## config.mk

```make
export PLATFORM = sky130hd
export DESIGN_NAME = program_loader
export DESIGN_NICKNAME = d
export VERILOG_FILES = /design/src/rtl/program_loader_pkg.sv /design/src/rtl/program_loader_checksum.sv /design/src/rtl/program_loader.sv
export SDC_FILE = /design/constraint.sdc
export NUM_CORES = 1
export LEC_CHECK = 0
export CORE_UTILIZATION = 55
export DETAILED_ROUTE_END_ITERATION = 10
export MAX_ROUTING_LAYER = met4
export PLACE_DENSITY = 0.89
export SYNTH_ARGS = -nofsm -noshare
export SYNTH_HDL_FRONTEND = slang
export SYNTH_SLANG_ARGS = --single-unit
export TNS_END_PERCENT = 100
```

## constraint.sdc

```tcl
create_clock -name clk -period 2.87 [get_ports clk]
set_input_delay 0.861 -clock clk [delete_from_list [all_inputs] [get_ports clk]]
set_output_delay 0.861 -clock clk [all_outputs]
set_load 0.02 [all_outputs]
```

## src/rtl/program_loader_pkg.sv

```systemverilog
// rtl/program_loader_pkg.sv - shared constants and state encoding for the program loader
package program_loader_pkg;

  // Frame layout constants
  localparam int MAX_LEN        = 32;
  localparam int HDR_TARGET_BIT = 7;
  localparam int HDR_RSVD_MSB   = 6;
  localparam int HDR_RSVD_LSB   = 5;

  // Memory-select encodings driven on mem_sel
  localparam logic MEM_INSTR = 1'b0;
  localparam logic MEM_DATA  = 1'b1;

  // Loader FSM states
  localparam logic [2:0] ST_HDR   = 3'd0;
  localparam logic [2:0] ST_LEN   = 3'd1;
  localparam logic [2:0] ST_DATA  = 3'd2;
  localparam logic [2:0] ST_CSUM  = 3'd3;
  localparam logic [2:0] ST_RUN   = 3'd4;
  localparam logic [2:0] ST_ERROR = 3'd5;

  // Reserved header bits must be zero for a frame to be accepted
  function automatic logic hdr_rsvd_ok(input logic [7:0] hdr);
    return hdr[HDR_RSVD_MSB:HDR_RSVD_LSB] == 2'b00;
  endfunction

endpackage

```

## src/rtl/program_loader_checksum.sv

```systemverilog
// rtl/program_loader_checksum.sv - mod-256 frame checksum accumulator
module loader_checksum (
  input  logic       clk,
  input  logic       clear,
  input  logic       load,
  input  logic       add,
  input  logic [7:0] din,
  output logic       next_zero
);

  logic [7:0] sum;
  logic [7:0] sum_plus;

  // next_zero tells the caller whether the running sum would be zero once din is folded in
  assign sum_plus  = sum + din;
  assign next_zero = (sum_plus == 8'h00);

  // Accumulate: load starts a new frame with the header byte, add folds in later bytes
  always_ff @(posedge clk) begin
    if (clear) begin
      sum <= 8'h00;
    end else if (load) begin
      sum <= din;
    end else if (add) begin
      sum <= sum_plus;
    end
  end

endmodule

```

## src/rtl/program_loader.sv

```systemverilog
// rtl/program_loader.sv - byte-stream loader filling instruction/data memories and releasing CPU reset
module program_loader
  import program_loader_pkg::*;
#(
  parameter int ADDR_W = 5,
  parameter int DATA_W = 8
) (
  input  logic              clk,
  input  logic              reset,
  input  logic              in_valid,
  input  logic [DATA_W-1:0] in_data,
  output logic              in_ready,
  output logic              mem_we,
  output logic              mem_sel,
  output logic [ADDR_W-1:0] mem_addr,
  output logic [DATA_W-1:0] mem_wdata,
  output logic              cpu_reset,
  output logic              err,
  output logic              frame_ok
);

  localparam logic [7:0] MAX_LEN_B = 8'(MAX_LEN);

  logic [2:0]        state;
  logic              target;
  logic [ADDR_W-1:0] addr;
  logic [5:0]        remaining;
  logic              run_flag;
  logic              accept;
  logic              cks_load;
  logic              cks_add;
  logic              cks_next_zero;

  // Bytes are only taken while a frame is being parsed; RUN and ERROR are terminal
  always_comb begin
    in_ready = (state == ST_HDR) || (state == ST_LEN) ||
               (state == ST_DATA) || (state == ST_CSUM);
  end

  assign accept   = in_valid & in_ready;
  assign cks_load = accept && (state == ST_HDR);
  assign cks_add  = accept && (state != ST_HDR);

  loader_checksum u_checksum (
    .clk       (clk),
    .clear     (reset),
    .load      (cks_load),
    .add       (cks_add),
    .din       (in_data),
    .next_zero (cks_next_zero)
  );

  // Frame parser, address counter and registered memory write port
  always_ff @(posedge clk) begin
    if (reset) begin
      state     <= ST_HDR;
      target    <= MEM_INSTR;
      addr      <= '0;
      remaining <= '0;
      run_flag  <= 1'b0;
      mem_we    <= 1'b0;
      mem_sel   <= MEM_INSTR;
      mem_addr  <= '0;
      mem_wdata <= '0;
      cpu_reset <= 1'b1;
      err       <= 1'b0;
      frame_ok  <= 1'b0;
    end else begin
      mem_we   <= 1'b0;
      frame_ok <= 1'b0;
      if (accept) begin
        case (state)
          ST_HDR: begin
            if (!hdr_rsvd_ok(in_data)) begin
              state <= ST_ERROR;
              err   <= 1'b1;
            end else begin
              target <= in_data[HDR_TARGET_BIT];
              addr   <= in_data[ADDR_W-1:0];
              state  <= ST_LEN;
            end
          end
          ST_LEN: begin
            if (in_data > MAX_LEN_B) begin
              state <= ST_ERROR;
              err   <= 1'b1;
            end else if (in_data == 8'h00) begin
              run_flag <= 1'b1;
              state    <= ST_CSUM;
            end else begin
              run_flag  <= 1'b0;
              remaining <= in_data[5:0];
              state     <= ST_DATA;
            end
          end
          ST_DATA: begin
            // Writes commit immediately; a later bad checksum does not roll them back
            mem_we    <= 1'b1;
            mem_sel   <= target;
            mem_addr  <= addr;
            mem_wdata <= in_data;
            addr      <= addr + 1'b1;
            remaining <= remaining - 6'd1;
            if (remaining == 6'd1) begin
              state <= ST_CSUM;
            end
          end
          ST_CSUM: begin
            if (!cks_next_zero) begin
              state <= ST_ERROR;
              err   <= 1'b1;
            end else if (run_flag) begin
              state     <= ST_RUN;
              cpu_reset <= 1'b0;
            end else begin
              frame_ok <= 1'b1;
              state    <= ST_HDR;
            end
          end
          default: ;
        endcase
      end
    end
  end

endmodule

```

==> impl_metrics.env <==
export IMPL_status="finished, final reports clean"
export IMPL_mappedNetlistNets=325
export IMPL_rrSetupSlack_ns=0.74
export IMPL_cts_buffers_inserted=5
export IMPL_initial_core_util=0.583
export IMPL_routed_wl_um=6640
export IMPL_postSynthAreaPerCell_sq_um=7.81
export IMPL_worst_skew_pair_late_latency_ns=0.31
export IMPL_regArea_sq_um=841
export IMPL_place_detailed_instances=396
export IMPL_area_growth_pct=28.6
export IMPL_cts_htree_levels=2
export IMPL_p_seq_frac=0.413
export IMPL_finalClockSkew_ns=0.0131
export IMPL_ios=30
export IMPL_ctsResizeCount=0
export IMPL_dieArea_sq_um=4570
export IMPL_postCtsSetupBuffers=0
export IMPL_gp_congestion=0.956
export IMPL_p_sw_uw=417
export IMPL_routed_wire_length_per_instance_um=16.4
export IMPL_drtAntennaViolNets=0
export IMPL_worst_setup_path_start_kind="input port"
export IMPL_clk_root_buffer_cell="clkbuf_8"
export IMPL_row_count=23
export IMPL_cts_path_max_buffers=2
export IMPL_synth_area_top_cells="dfxtp_1, a21oi_1, nand2_1"
export IMPL_grt_pass1_wl_um=10600
export IMPL_worstSetupPathType="in -> reg"
export IMPL_power_frac_comb=0.210
export IMPL_critPathCaptureType="register"
export IMPL_leading_cell_type_in_the_layout_fill_and_taps_excluded="nand2_1"
export IMPL_final_cell_mix="nand2_1, dfxtp_1, a21oi_1"
export IMPL_timing_hold_worst_path_depth=2
export IMPL_clkPwrFrac=0.377
export IMPL_cp_data_required_time_ns=3.12
export IMPL_antenna_cells_inserted=0
export IMPL_place_detailed_hpwl_um=4590
export IMPL_grt_max_degree=39
export IMPL_critPathMaxFanout=5
export IMPL_die_w_um=67.6
export IMPL_totalNegativeSetupSlack_ns=0
export IMPL_clock_sinks=42
export IMPL_min_period_ns=2.81
export IMPL_nNetsFinal=375
export IMPL_tritoncts="done"
export IMPL_power_leakage_uw=0.00114
export IMPL_global_route_usage_total=0.323
export IMPL_netlist_cell_type_count=54
export IMPL_port_buffer_count=29
export IMPL_worst_setup_hold_path_clk_slew_ns=0.09
export IMPL_ff2ff_path_depth=5
export IMPL_switching_share=0.276
export IMPL_number_of_drc_markers_after_the_initial_detailed_route_iteration=278
export IMPL_syn_area_sq_um=2370
export IMPL_yosysTopAreaCell="dfxtp_1"
export IMPL_worst_slew_pin_slew_ns=0.821
export IMPL_initial_antenna_violation_count=0
export IMPL_finish_cell_count_without_fillers=404
export IMPL_worstHoldPathType="reg -> reg"
export IMPL_fillerInstances=273
export IMPL_setup_violations=0
export IMPL_overflow=0
export IMPL_post_route_util=0.750
export IMPL_synth_yosys_seq_area_share=0.355
export IMPL_async_reset_ff_frac=0
export IMPL_final_layout_size_suffix_gt1_frac=0.138
export IMPL_cts_hold_buf=0
export IMPL_p_int_uw=1090
export IMPL_slew_violations=0
export IMPL_critPathArrivalTime_ns=3.06
export IMPL_slew_limit_headroom=0.451
export IMPL_die_h_um=67.6
export IMPL_netlist_area_leader_share=0.355
export IMPL_timing_hold_ws_ns=0.444
export IMPL_period_share=0.978
export IMPL_via_count=2485
export IMPL_yosys_register_bits=42
export IMPL_synthesis_yosys_warnings=0
export IMPL_first_global_vias=2299
export IMPL_core_area_sq_um=4060
export IMPL_report_final_hold_viol_count=0
export IMPL_firstDrtPassIters=5
export IMPL_worst_ir_drop_vdd_mv=0.360
export IMPL_unrepaired_setup_endpoints_after_global_routing="no"
export IMPL_fmax_ghz=0.356
export IMPL_postSynth_topFlopCell="dfxtp_1"
export IMPL_cap_violations=0
export IMPL_synth_edff_count=0
export IMPL_pwr_density_cell_nw_per_um2=496
export IMPL_drc_errors=0
export IMPL_number_of_instances_in_the_synthesized_netlist=303
export IMPL_detail_route_vias_per_cell=6.15
export IMPL_multi_input_gate_area_in_the_final_layout_sq_um=1450
[cell families after synthesis]
group                    Yosys count  synth area share
AO/OA/AOI/OAI                     91             0.258
XOR/XNOR                           3            0.0111
adder cells (fa/ha/maj)           11            0.0613
buffers and inverters             26            0.0412
flip-flops                        42             0.355
multiplexers                       3            0.0127
AND/OR/NAND/NOR                  127             0.261
[metal layers]
metal	track usage	routed length (um)	vias to the layer above
li1	-	-	1189
met1	0.391	2760	1157
met2	0.516	3200	114
met3	0.0507	447	25
met4	0.157	233	0
met5	-	0	-
[cell usage after synthesis, types with 2 or more instances]
master and number:
or2_1 3, a41oi_1 2, xor2_1 3, mux2i_1 3, inv_1 11, a311oi_1 5
nand2b_1 9, o21ai_1 8, and2_1 3, nor2_1 30, a221oi_1 2, o311ai_1 3
nand2_1 49, o21ai_0 7, dfxtp_1 42, nand3_1 6, o31ai_1 2, nor2b_1 5
a21oi_1 37, a31oi_1 4, o211ai_1 2, a211oi_1 3, nor3b_1 5, ha_1 10
or3_1 2, nor3_1 5, clkbuf_1 14, a22oi_1 2
[cell type report]
cell class                      instances  area share
Clock buffer                            5      0.0226
Clock inverter                          3      0.0226
Inverter                               11      0.0136
Multi-Input combinational cell        235       0.476
Sequential cell                        42       0.276
Tap cell                               50      0.0206
Timing Repair Buffer                   58       0.168
[stage by stage]
step                worst slack [ns]  power (uW)  instance area [sq um]
global route                 0.00632        1560                   3040
finish                        0.0626        1510                   3040
detailed placement            -0.317         937                   2880
floorplan                      0.301         813                   2370
CTS                           0.0178        1500                   3020
global placement              -0.242         924                   2880
[critical path, cell delays in order]
cell	delay, ns
clkdlybuf4s50_1	0.52
ha_1	0.18
inv_1	0.06
fa_1	0.39
buf_4	0.16
xor2_1	0.21
o2111ai_1	0.19
nor4_2	0.15
buf_4	0.17
and4_1	0.17
[sequential cells by signal (all words and copies together) (netlist names)]
signal and flops:
err 1, mem_wdata 8, mem_we 1, mem_addr 5
cpu_reset 1, target 1, frame_ok 1, remaining 6
run_flag 1, mem_sel 1, u_checksum.sum 8, state 3
addr 5
[path summary, 6_finish.rpt]
kind | start | endpoint
max | in_data[0] | frame_ok$_SDFF_PP0_
min | target$_SDFFE_PP0P_ | mem_sel$_SDFFE_PP0P_
max reg2reg | state[1]$_SDFFE_PP0P_ | remaining[3]$_SDFFE_PP0P_
min reg2reg | target$_SDFFE_PP0P_ | mem_sel$_SDFFE_PP0P_
[power by group through the flow]
stage	Clock (uW)	Combinational, uW	Sequential, uW
2_1_floorplan	0	182	631
3_3_place_gp	0	289	635
3_5_place_dp	0	301	637
4_1_cts	569	305	623
5_1_grt	587	344	626
6_report	569	317	624
Note: power is estimated with default switching activity, not from simulation.
